<file path="config.mk">
export PLATFORM = sky130hd
export DESIGN_NAME = orb_wr_arbiter
export DESIGN_NICKNAME = d
export VERILOG_FILES = /design/src/rtl/orb_wr_arbiter.sv
export SDC_FILE = /design/constraint.sdc
export NUM_CORES = 1
export LEC_CHECK = 0
export CORE_MARGIN = 4
export CORE_UTILIZATION = 35
export CTS_BUF_LIST = sky130_fd_sc_hd__clkbuf_4
export DETAILED_ROUTE_END_ITERATION = 16
export PLACE_DENSITY = 0.77
export SKIP_CTS_REPAIR_TIMING = 1
export SYNTH_ARGS = -nofsm -noshare
export SYNTH_HDL_FRONTEND = slang
export SYNTH_SLANG_ARGS = --single-unit
</file>
<file path="constraint.sdc">
create_clock -name clk -period 2.55 [get_ports clk]
set_clock_uncertainty 0.05 [all_clocks]
set_input_delay 0.51 -clock clk [delete_from_list [all_inputs] [get_ports clk]]
set_output_delay 0.51 -clock clk [all_outputs]
set_load 0.005 [all_outputs]
</file>
<file path="src/rtl/orb_wr_arbiter.sv">
// orb_wr_arbiter
// Shares the single write port of the double-buffered orbit RAM between four
// stream packers (F1, F2, S1, S2). Writes are granted round-robin with a
// req/gnt handshake. Each granted word goes into the active page, and pages
// swap on frame sync. The read side always uses ~page.
//
// Ports:
//   clk, rst         clock, asynchronous active-low reset
//   req[3:0]         write request per requester (bit0=F1 .. bit3=S2)
//   addr0..addr3     word address within page, per requester
//   data0..data3     orbit word, per requester
//   enMask[3:0]      requester enable; a masked requester is never granted
//   frameSync        one-cycle pulse requesting a page swap
//   gnt[3:0]         one-hot, one-cycle grant pulse
//   wAddr[AW:0]      RAM write address {page, addr}
//   orbWord[DW-1:0]  RAM write data
//   WE               RAM write enable
//   page             current write page
//   swapPulse        one-cycle pulse in the cycle after a page toggle
//   wordCnt[11:0]    words written into the current page, saturating at 4095
//   syncOvr          sticky: frameSync arrived while a swap was still pending
module orb_wr_arbiter #(
    parameter int unsigned AW = 11,
    parameter int unsigned DW = 12
) (
    input  logic          clk,
    input  logic          rst,
    input  logic [3:0]    req,
    input  logic [AW-1:0] addr0,
    input  logic [AW-1:0] addr1,
    input  logic [AW-1:0] addr2,
    input  logic [AW-1:0] addr3,
    input  logic [DW-1:0] data0,
    input  logic [DW-1:0] data1,
    input  logic [DW-1:0] data2,
    input  logic [DW-1:0] data3,
    input  logic [3:0]    enMask,
    input  logic          frameSync,
    output logic [3:0]    gnt,
    output logic [AW:0]   wAddr,
    output logic [DW-1:0] orbWord,
    output logic          WE,
    output logic          page,
    output logic          swapPulse,
    output logic [11:0]   wordCnt,
    output logic          syncOvr
);

    typedef enum logic [0:0] {StArb, StWr} state_t;

    state_t        stateQ, stateD;
    logic [1:0]    ptrQ, ptrD;
    logic          swapPendQ, swapPendD;
    logic [3:0]    gntD;
    logic [AW:0]   wAddrD;
    logic [DW-1:0] orbWordD;
    logic          weD, pageD, swapPulseD, syncOvrD;
    logic [11:0]   wordCntD;

    logic [AW-1:0] addrArr [4];
    logic [DW-1:0] dataArr [4];
    logic [3:0]    eligible;
    logic          found;
    logic [1:0]    win;
    logic [1:0]    idx;

    assign addrArr[0] = addr0;
    assign addrArr[1] = addr1;
    assign addrArr[2] = addr2;
    assign addrArr[3] = addr3;
    assign dataArr[0] = data0;
    assign dataArr[1] = data1;
    assign dataArr[2] = data2;
    assign dataArr[3] = data3;

    assign eligible = req & enMask;

    // Round-robin search starting at ptr, wrapping modulo 4.
    always_comb begin
        found = 1'b0;
        win   = 2'd0;
        idx   = 2'd0;
        for (int i = 0; i < 4; i++) begin
            idx = ptrQ + 2'(i);
            if (!found && eligible[idx]) begin
                found = 1'b1;
                win   = idx;
            end
        end
    end

    always_comb begin
        stateD     = stateQ;
        ptrD       = ptrQ;
        swapPendD  = swapPendQ;
        gntD       = 4'b0000;
        wAddrD     = wAddr;
        orbWordD   = orbWord;
        weD        = 1'b0;
        pageD      = page;
        swapPulseD = 1'b0;
        wordCntD   = wordCnt;
        syncOvrD   = syncOvr;

        unique case (stateQ)
            StArb: begin
                if (swapPendQ) begin
                    // Swap wins over any grant so no word straddles two pages.
                    pageD      = ~page;
                    swapPendD  = 1'b0;
                    swapPulseD = 1'b1;
                    wordCntD   = 12'd0;
                end else if (found) begin
                    wAddrD    = {page, addrArr[win]};
                    orbWordD  = dataArr[win];
                    weD       = 1'b1;
                    gntD[win] = 1'b1;
                    ptrD      = win + 2'd1;
                    if (wordCnt != 12'hFFF) begin
                        wordCntD = wordCnt + 12'd1;
                    end
                    stateD = StWr;
                end
            end
            StWr: begin
                stateD = StArb;
            end
            default: begin
                stateD = StArb;
            end
        endcase

        // A sync arriving while one is still pending merges into it: one swap only.
        if (frameSync) begin
            if (swapPendQ) begin
                syncOvrD = 1'b1;
            end else begin
                swapPendD = 1'b1;
            end
        end
    end

    always_ff @(posedge clk or negedge rst) begin
        if (!rst) begin
            stateQ    <= StArb;
            ptrQ      <= 2'd0;
            swapPendQ <= 1'b0;
            gnt       <= 4'b0000;
            wAddr     <= '0;
            orbWord   <= '0;
            WE        <= 1'b0;
            page      <= 1'b0;
            swapPulse <= 1'b0;
            wordCnt   <= 12'd0;
            syncOvr   <= 1'b0;
        end else begin
            stateQ    <= stateD;
            ptrQ      <= ptrD;
            swapPendQ <= swapPendD;
            gnt       <= gntD;
            wAddr     <= wAddrD;
            orbWord   <= orbWordD;
            WE        <= weD;
            page      <= pageD;
            swapPulse <= swapPulseD;
            wordCnt   <= wordCntD;
            syncOvr   <= syncOvrD;
        end
    end

endmodule

</file>
Yosys cells after proc, flatten, opt, wreduce, memory -nomap -nowiden --
Cells that the tools add are included.
Storage, ports and cells: register bits 48, input port bits 103, output and inout bits 44, logic and storage cells 81
Operators by class: add/subtract/negate cells 5, magnitude comparators 7, equality and inequality tests 1, muxes and demuxes 39, bitwise gates (word level) 5, reduce and logical (&&, ||, !) cells 13
Operators by type and width (count):
- $mux 12 | 5
- $bmux 12 s2 | 1
- $bmux 11 s2 | 1
- $mux 11 | 2
- $mux 1 | 17
- $lt 2x3->1 const B | 5
- $add 12x1->12 const B | 1
- $mux 4 | 3
- $ne 12x12->1 const B | 1
- $bmux 1 s2 | 4
- $mux 2 | 4
- $reduce_and 3->1 | 2
- $add 2x1->2 const B | 2
- $add 2x2->2 const B | 2
- $and 4x4->4 | 1
- $logic_and 1x1->1 | 4
- $reduce_and 2->1 | 2
- $reduce_bool 2->1 | 2
- $ge 3x3->1 const B | 1
- $logic_not 1->1 | 3
- $not 1->1 | 3
- $not 2->3 | 1
- $demux 1 s2 | 1
- $ge 2x1->1 const B | 1
- $pmux 1 s2 | 1

Depth between registers and ports, before layout --
Gate-level depths: netlist of the first run.
word-level depth 20, depth in mapped cells 7, mapped depth without buffers 6

Worst setup path before layout of the first run --
OpenSTA, ideal clock, no wires.
kind input -> register, from input req[0], to register orbWord[0], setup time 0.142 ns, data arrival time 1.696 ns, required time 2.358 ns, slack 0.662 ns, stages 7, buffers on the path 2, cell sequence and3_4 o21ai_1 or3b_1 buf_6 buf_6 mux2i_1 o221ai_1
Between the ends: cells in the longest elaborated chain, start to end 17, elaborated cells on any way between the ends 28, those cells by class mux: 19; bitwise: 2; reduce/logical: 7
Ends and longest elaborated chain:
- from (decl) | RTL line 28 | input logic [3:0] req,
- $and 4x4->4 (*) | RTL line 76 | assign eligible = req & enMask;
- $bmux 1 s2 | RTL line 85 | if (!found && eligible[idx]) begin
- $mux 1 (not written as such) | RTL line 85
- $mux 1 | RTL line 85
- $logic_not 1->1 | RTL line 85
- $logic_and 1x1->1 | RTL line 85
- $mux 1 | RTL line 85
- $logic_not 1->1 | RTL line 85
- $logic_and 1x1->1 | RTL line 85
- $mux 1 | RTL line 85
- $logic_not 1->1 | RTL line 85
- $logic_and 1x1->1 | RTL line 85
- $mux 2 | RTL line 85
- $not 2->3 (not written as such) | RTL line 115 | orbWordD = dataArr[win];
- $bmux 12 s2 | RTL line 115
- $mux 12 (not written as such) (2 in series) | RTL line 115
- to (signal assigned) | RTL line 162 | orbWord <= orbWordD;
- to (decl) | RTL line 41 | output logic [DW-1:0] orbWord,
Mark *: on every way between the ends. The rest lies on a longest branch, timed or not. The select of a mux whose other input is x is not followed. A chain may end at the register's enable or synchronous reset.

Worst setup path in the final report of the first run --
from input req[1], to register wAddr[4]
Between the ends: cells in the longest elaborated chain, start to end 17, elaborated cells on any way between the ends 28, those cells by class mux: 19; bitwise: 2; reduce/logical: 7
Ends and longest elaborated chain:
- $and 4x4->4 (*) | RTL line 76
- $bmux 1 s2 | RTL line 85
- $mux 1 (not written as such) | RTL line 85
- $mux 1 | RTL line 85
- $logic_not 1->1 | RTL line 85
- $logic_and 1x1->1 | RTL line 85
- $mux 1 | RTL line 85
- $logic_not 1->1 | RTL line 85
- $logic_and 1x1->1 | RTL line 85
- $mux 1 | RTL line 85
- $logic_not 1->1 | RTL line 85
- $logic_and 1x1->1 | RTL line 85
- $mux 2 | RTL line 85
- $not 2->3 (not written as such) | RTL line 114 | wAddrD = {page, addrArr[win]};
- $bmux 11 s2 | RTL line 114
- $mux 11 (not written as such) (2 in series) | RTL line 114
- to (signal assigned) | RTL line 161 | wAddr <= wAddrD;
- to (decl) | RTL line 40 | output logic [AW:0] wAddr,
Marks and branches as above.

==> results of run 1 <==
[Yosys cell counts (2+ instances only)]
cell / number / area, sq um
nor2_1: 9 / 33.78
o21ai_0: 2 / 10.01
o21ai_1: 3 / 15.01
o31ai_1: 2 / 15.01
clkbuf_1: 8 / 30.03
and4_1: 2 / 17.52
or4_1: 4 / 30.03
mux2i_1: 48 / 480.5
o211ai_1: 6 / 45.04
dfrtp_1: 47 / 1176
o221ai_1: 23 / 201.4
nand3_1: 6 / 30.03
o2111ai_1: 2 / 17.52
a21o_1: 2 / 15.01
nand2b_1: 5 / 31.28
xor2_1: 4 / 35.03
xnor2_1: 2 / 17.52
buf_6: 2 / 22.52
buf_12: 3 / 60.06
nand2_1: 43 / 161.4
nor3_1: 4 / 20.02
o21a_1: 2 / 15.01
[metrics by stage]
stage / util / area (sq um) / power (W)
2_1_floorplan: - / 2596 / 0.001856
3_3_place_gp: 0.5917 / 4269 / 0.002705
3_5_place_dp: 0.5917 / 4269 / 0.002763
4_1_cts: 0.5995 / 4325 / 0.003130
5_1_grt: 0.6009 / 4335 / 0.003325
6_report: 0.6009 / 4335 / 0.003082
[worst paths after layout]
| kind | slack [ns] | startpoint | depth (start not counted) | endpoint |
|---|---|---|---|---|
| max in group asynchronous | 1.33 | rst | 3 | wAddr[9] |
| min in group asynchronous | 0.53 | rst | 2 | wAddr[11] |
| worst max register to register | 0.44 | ptrQ[1] | 7 | wAddr[4] |
| worst min-delay path | 0.43 | syncOvr | 1 | syncOvr |
| worst min register to register | 0.43 | syncOvr | 1 | syncOvr |
| worst max-delay path | 0.35 | req[1] | 8 | wAddr[4] |
[per-layer routing]
metal	GRT usage	vias to the layer above	part of all wire
met5	0	-	0
met4	0.04212	0	0.015
met3	0.04567	13	0.071
met2	0.3323	89	0.51
met1	0.2267	1250	0.40
li1	-	1230	-
[cell type report]
class	instances	area, sq um	share of cell area
multi-input combinational	180	1295	0.2987
tap	99	123.9	0.02857
sequential	47	1176	0.2713
timing repair buffer	170	1677	0.3867
clock buffer	5	37.54	0.008658
clock inverter	3	18.77	0.004329
inverter	2	7.507	0.001732
[kinds of logic (layout without fill, tap and decap cells)]
| kind of cell | after synthesis | in the layout | share of synthesized area |
|---|---|---|---|
| compound gates | 46 | 46 | 0.1436 |
| xor+xnor | 6 | 6 | 0.02024 |
| fa+ha+maj | 1 | 1 | 0.004819 |
| buf+inv | 16 | 180 | 0.04819 |
| flops | 47 | 47 | 0.4530 |
| mux | 49 | 49 | 0.1894 |
| simple gates | 78 | 78 | 0.1407 |
[power groups by stage]
stage / Clock (W) / Sequential [W] / Combinational [W]
global route: 0.000410 / 0.00121 / 0.00171
global placement: 0 / 0.00117 / 0.00153
detailed placement: 0 / 0.00118 / 0.00158
CTS: 0.000377 / 0.00117 / 0.00159
floorplan: 0 / 0.00118 / 0.000680
finish: 0.000357 / 0.00116 / 0.00156
[flip-flops by register name, indices dropped and copies added (netlist names)]
signal,cells
gnt,4
ptrQ,2
wordCnt,12
swapPulse,1
WE,1
wAddr,12
orbWord,12
syncOvr,1
page,1
swapPendQ,1
[worst max-delay path, stage by stage]
cell and delay (ns):
clkdlybuf4s50_1 0.47, and2_1 0.17, nor3_1 0.08, or3b_2 0.49, buf_12 0.18, buf_12 0.16
mux2i_1 0.19, o221ai_1 0.13
==> flow_summary.yaml, run 1 <==
run_status:
  status: "finished clean"
finish:
  final_common_cell: "clkdlybuf4s50_1"
  fillers: 644
  layout_common_cells: "145 x clkdlybuf4s50_1, 48 x mux2i_1, 47 x dfrtp_1"
  drive_above_1_share: 0.08845
  final_nets: 510
  stdcell_count: 506
  syn2layout_area_growth_pct: 66.99
  num_antenna_cells: 0
floorplanning:
  start_util: 0.3599
  die_w_um: 94.13
  placementRows: 31
  die-area_sq_um: 8860
  core-area_sq_um: 7214
  io_pins: 147
  fp.dieH_um: 94.13
routing:
  wl_per_cell_um: 16.62
  via_count: 2582
  postRouteAntennaNets: 0
  drt_wl_total_um: 8408
  drt-initial-drc-count: 60
  dr.pass1.iters: 4
  drc: 0
  vias_per_cell: 5.103
synthesis:
  syn_area_sq_um: 2596
  yosysWarnings: 0
  synth_ff_type: "dfrtp_1"
  ys_seq_area_frac: 0.4530
  synth_edf_count: 0
  synth.ff_latch_count: 47
  async_flop_share: 1.000
  syn-num-nets: 347
  synth_cells: 243
  avgSynthCellArea_sq_um: 10.68
  yosysUniqueCellTypes: 36
timing:
  max_freq_mhz: 454.0
  holdWs_ns: 0.4264
  fin_crit_ns: 2.203
  hold_viol: 0
  worstMarginPinSlew_ns: 0.4331
  finalSetupTns_ns: 0
  post-route-period-util: 0.8638
  grt_setup_unrepaired: "false"
  max-slew-margin-rel: 0.7093
  finalSetupViolations: 0
  drv_slew: 0
  fin_ws_ns: 0.3473
clock_tree:
  clock_path_buffers: 2
  cts_inserted_buffers: 5
  clock_sinks: 47
  clkSlewWorstSetupHoldPaths_ns: 0.15
  clockRootBuffer: "clkbuf_4"
  cts_tree: "done"
  insertion_delay_ns: 0.36
  htreeDepth: 2
power_and_ir_drop:
  p_int_w: 0.002034
  peakVddDrop_mv: 0.3429
  power.share.switching: 0.3400
  power_density_nw_per_um2: 710.8
  leakage_nw: 1.953
  power_switching_w: 0.001048
  combPwrFrac: 0.507
  seqPwrFrac: 0.378
  p_clk_frac: 0.116
worst_setup_path:
  path_class: "primary input to register"
  end_kind: "register"
  critical_path.max_fanout: 16
  cp_data_arrival_time_ns: 2.38
  start_kind: "primary input"
  required_ns: 2.73
grt:
  antenna_found_initial: 0
  gr-usage-all-layers: 0.1867
  grt_pass1_wl_um: 13250
  gr-total-overflow: 0
  grt_max_degree: 29
  grt_pass1_vias: 2672
place:
  hpwl_um: 6654
  gp_routability_congestion: 0.8466
  dp.cells: 497
  dp_worst_setup_slack_ns: -0.04055
  portBuffers: 146
flow_run:
  cap_violations: 0
worst_hold_path:
  hold_path_class: "register to register"
(Power assumes the default switching activity.)
==> inputs of run 2 (changes only) <==
- clock period: 2.55 -> 2.7 ns (I/O delays scaled with it)
==> run 2 against run 1 <==
Against the previous run: final cell count down 3.2%; flip-flop and latch count unchanged; non-clock buffer count down 16; worst setup slack better by 0.12 ns; clock power about the same; register-to-register slack better by 0.14 ns; wire length down 4.2%; critical path type unchanged.
==> flow_summary.yaml, run 2 (synthesized netlist as in run 1, its figures left out) <==
grt:
  antenna_found_initial: 0
  grt_max_degree: 47
  gr-usage-all-layers: 0.1747
  grt_pass1_wl_um: 12410
  gr-total-overflow: 0
  grt_pass1_vias: 2524
timing:
  worstMarginPinSlew_ns: 0.7350
  grt_setup_unrepaired: "false"
  fin_crit_ns: 2.236
  max_freq_mhz: 447.2
  drv_slew: 0
  finalSetupTns_ns: 0
  fin_ws_ns: 0.4640
  post-route-period-util: 0.8281
  max-slew-margin-rel: 0.5100
  finalSetupViolations: 0
  hold_viol: 0
worst_setup_path:
  path_class: "primary input to register"
  cp_data_arrival_time_ns: 2.43
  cpMaxStageDelayCell: "or3b_2"
  start_kind: "primary input"
  required_ns: 2.89
  end_kind: "register"
  cp_slowest_stage_delay_ns: 0.49
  critical_path.max_fanout: 46
  worstPathCellList: "clkdlybuf4s50_1 -> and3_4 -> o21ai_1 -> or3b_2 -> buf_12 -> mux2i_1 -> o221ai_1"
place:
  gp_routability_congestion: 0.8179
  dp_worst_setup_slack_ns: 0.06616
  hpwl_um: 6317
  dp.cells: 482
  portBuffers: 146
power_and_ir_drop:
  power_w: 0.002858
  peakVddDrop_mv: 0.3301
  p_int_w: 0.001873
  leakage_nw: 1.879
  p_clk_frac: 0.124
  combPwrFrac: 0.491
  power.share.switching: 0.3445
  seqPwrFrac: 0.385
  power_density_nw_per_um2: 677.8
  power_switching_w: 0.0009846
finish:
  num_antenna_cells: 0
  layout_common_cells: "145 x clkdlybuf4s50_1, 48 x mux2i_1, 47 x dfrtp_1"
  syn2layout_area_growth_pct: 62.41
  fillers: 645
  stdcell_count: 490
  reg.largest.list: "orbWord x12, wAddr x12, wordCnt x12"
  final_common_cell: "clkdlybuf4s50_1"
  final_nets: 494
  drive_above_1_share: 0.05371
clock_tree:
  clockRootBuffer: "clkbuf_4"
  htreeDepth: 2
  clock_sinks: 47
  clkSlewWorstSetupHoldPaths_ns: 0.16
  insertion_delay_ns: 0.37
  cts_tree: "done"
  clock_path_buffers: 2
  cts_inserted_buffers: 5
floorplanning:
  fp.dieH_um: 94.13
  die_w_um: 94.13
  placementRows: 31
  start_util: 0.3599
  core-area_sq_um: 7214
  die-area_sq_um: 8860
  io_pins: 147
routing:
  dr.pass1.iters: 4
  vias_per_cell: 5.110
  drc: 0
  drt-initial-drc-count: 90
  postRouteAntennaNets: 0
  drt_wl_total_um: 8059
  via_count: 2504
  wl_per_cell_um: 16.45
flow_run:
  cap_violations: 0
worst_hold_path:
  hold_path_class: "primary input to asynchronous set/reset pin"
run_status:
  status: "finished clean"
## run 2: cell types whose count changed in the layout (fill, tap and decap cells not counted), sizes merged
cell	change
buf	-15
dlygate4sd3	-1
## run 2: layout make-up
cell class                 count  area, sq um  share of cell area
sequential                    47         1176              0.2789
tap                           99        123.9             0.02938
timing repair buffer         154         1554              0.3685
clock inverter                 3        22.52            0.005341
clock buffer                   5        37.54            0.008902
inverter                       2        7.507            0.001780
multi-input combinational    180         1295              0.3071
## run 2: path summary, 6_finish.rpt
kind                       startpoint         end  slack (ns)  cells past startpoint
setup / recovery            enMask[0]    wAddr[2]        0.46                      7
hold / removal                    rst  wordCnt[3]        0.15                      1
setup reg to reg              ptrQ[1]    wAddr[2]        0.58                      6
hold reg to reg               syncOvr     syncOvr        0.43                      1
max in group asynchronous         rst    wAddr[6]        1.70                      2
min in group clk              syncOvr     syncOvr        0.43                      1
## run 2: power groups by stage
stage / Clock, W / Combinational, W / Sequential (W)
floorplan: 0 / 0.000642 / 0.00111
detailed placement: 0 / 0.00143 / 0.00111
global placement: 0 / 0.00140 / 0.00110
finish: 0.000355 / 0.00140 / 0.00110
global route: 0.000404 / 0.00153 / 0.00113
CTS: 0.000373 / 0.00143 / 0.00110
## run 2: metrics by stage
step	util	hold WS [ns]	cell area, sq um
5_1_grt	0.5845	0.1644	4217
4_1_cts	0.5845	0.1548	4217
2_1_floorplan	-	0.1944	2596
3_5_place_dp	0.5761	0.3948	4156
6_report	0.5845	0.1458	4217
3_3_place_gp	0.5761	0.3915	4156
## run 2: routing by layer
| layer | GRT usage | vias to the layer above | share of wire |
|---|---|---|---|
| met4 | 0.03730 | 0 | 0.012 |
| met5 | 0 | - | 0 |
| met3 | 0.04087 | 9 | 0.055 |
| met1 | 0.2160 | 1211 | 0.42 |
| li1 | - | 1200 | - |
| met2 | 0.3087 | 84 | 0.51 |
## run 2: critical path: cells and delay by family
| kind | cells | cell delay (ns) |
|---|---|---|
| mux | 1 | 0.24 |
| simple gates | 2 | 0.68 |
| compound gates | 2 | 0.29 |
| buf+inv | 2 | 0.65 |
==> inputs of run 3 (changes only) <==
- PLACE_DENSITY: 0.77 -> 0.8
- clock period: 2.7 -> 2 ns (I/O delays scaled with it)
==> run 3 against run 2 <==
Against the previous run: register-to-register slack got worse by 0.47 ns; design area rose by 3.9%; utilization rose by 2.3 points; flip-flop and latch count did not move; combinational power rose by 45%; clock power rose by 22%; die area did not move; total power rose by 38%; wire length rose by 4.9%; final cell count rose by 3.1%.
==> flow_summary.yaml, run 3 (synthesized netlist as in run 1, its figures left out) <==
run_status:
  status: "finished clean"
flow_run:
  cap_violations: 0
grt:
  gr-total-overflow: 0
  grt_pass1_vias: 2552
  grt_max_degree: 47
  gr-usage-all-layers: 0.1794
  grt_pass1_wl_um: 12720
  antenna_found_initial: 0
floorplanning:
  core-area_sq_um: 7214
  placementRows: 31
  fp.dieH_um: 94.13
  start_util: 0.3599
  die_w_um: 94.13
  die-area_sq_um: 8860
  io_pins: 147
routing:
  drc: 0
  drt-initial-drc-count: 70
  wl_per_cell_um: 16.74
  via_count: 2593
  vias_per_cell: 5.135
  dr.pass1.iters: 4
  drt_wl_total_um: 8456
  postRouteAntennaNets: 0
clock_tree:
  clkSlewWorstSetupHoldPaths_ns: 0.13
  htreeDepth: 2
  insertion_delay_ns: 0.34
  clock_path_buffers: 2
  cts_tree: "done"
  clock_sinks: 47
  clockRootBuffer: "clkbuf_4"
  cts_inserted_buffers: 5
place:
  gp_routability_congestion: 0.8478
  dp.cells: 495
  place_area_sq_um: 4267
  portBuffers: 146
  hpwl_um: 6348
worst_setup_path:
  rr_endpoint: "orbWord[10]"
  rr_startpoint: "ptrQ[1]"
  start_kind: "primary input"
  cp_data_arrival_time_ns: 2.12
  reg2reg_depth: 6
  end_kind: "register"
  reg2reg_slack_ns: 0.11
  path_class: "primary input to register"
  required_ns: 2.18
  critical_path.max_fanout: 23
worst_hold_path:
  min_from: "syncOvr"
  min_to: "syncOvr"
  whs_path_depth: 1
  hold_path_class: "register to register"
timing:
  grt_setup_unrepaired: "false"
  fin_crit_ns: 1.940
  drv_slew: 0
  finalSetupViolations: 0
  hold_viol: 0
  max_freq_mhz: 515.5
  post-route-period-util: 0.9699
  max-slew-margin-rel: 0.6130
  worstMarginPinSlew_ns: 0.5805
finish:
  layout_common_cells: "145 x clkdlybuf4s50_1, 46 x dfrtp_1, 46 x mux2i_1"
  final_nets: 509
  syn2layout_area_growth_pct: 68.72
  fin_area_sq_um: 4380
  stdcell_count: 505
  fillers: 628
  final_common_cell: "clkdlybuf4s50_1"
  utilization: 0.6072
  regArea_sq_um: 1177
  multi_input_area_sq_um: 1320
  drive_above_1_share: 0.09113
  num_antenna_cells: 0
  reg.largest.list: "orbWord x12, wAddr x12, wordCnt x12"
power_and_ir_drop:
  power_density_nw_per_um2: 901.7
  peakVddDrop_mv: 0.3870
  leakage_nw: 1.951
==> run 3: cell count changes in the layout (fill, tap and decap cells not counted), moves of 2 or more <==
cell      delta
buf_4       +12
clkinv_1     +2
mux2i_1      -2
mux2i_2      +2
==> run 3: per-layer routing <==
metal  GRT usage  share of wire  vias to the layer above
met4     0.04452          0.014                        0
met5           0              0                        -
met3     0.04487          0.064                       10
met1      0.2231           0.41                     1257
met2      0.3099           0.52                       89
li1            -              -                     1237
==> run 3: how the worst max path moves through the flow <==
stage / from / to / slack [ns] / cells past startpoint
2_1_floorplan: wordCnt[0] / wordCnt[10] / 0.17 / 7
3_3_place_gp: req[0] / wAddr[3] / -0.44 / 7
3_5_place_dp: req[0] / wAddr[3] / -0.46 / 7
4_1_cts: req[0] / wAddr[3] / -0.07 / 7
5_1_grt: enMask[0] / orbWord[11] / 0.01 / 9
6_report: req[0] / orbWord[10] / 0.06 / 7
==> run 3: per-stage QoR <==
stage               setup slack (ns)  hold WS [ns]  total power [W]  TNS [ns]
global route                 0.01282        0.4716         0.004235         0
floorplan                     0.1672       0.05441         0.002367         0
detailed placement           -0.4600        0.3963         0.003494    -11.21
global placement             -0.4395        0.3896         0.003438    -9.736
CTS                         -0.06763      -0.01377         0.003936   -0.1668
finish                       0.06029        0.4275         0.003950         0
==> run 3: area by class of cell <==
class / count / area share
clock buffer: 5 / 0.008569
timing repair buffer: 169 / 0.3879
sequential: 47 / 0.2688
tap: 99 / 0.02828
inverter: 2 / 0.001714
multi-input combinational: 180 / 0.3013
clock inverter: 3 / 0.003428
==> run 3: critical path, stage by stage <==
cell and delay (ns):
clkdlybuf4s50_1 0.48, nand2_1 0.09, o31ai_1 0.28, or3b_4 0.24
buf_12 0.21, mux2i_2 0.26, o221ai_1 0.15
==> run 3: power breakdown <==
group | switching (W) | internal [W] | leakage (nW)
Combinational | 0.000814 | 0.00122 | 1.33
Clock | 0.000304 | 0.000130 | 0.0263
Sequential | 0.000220 | 0.00127 | 0.597
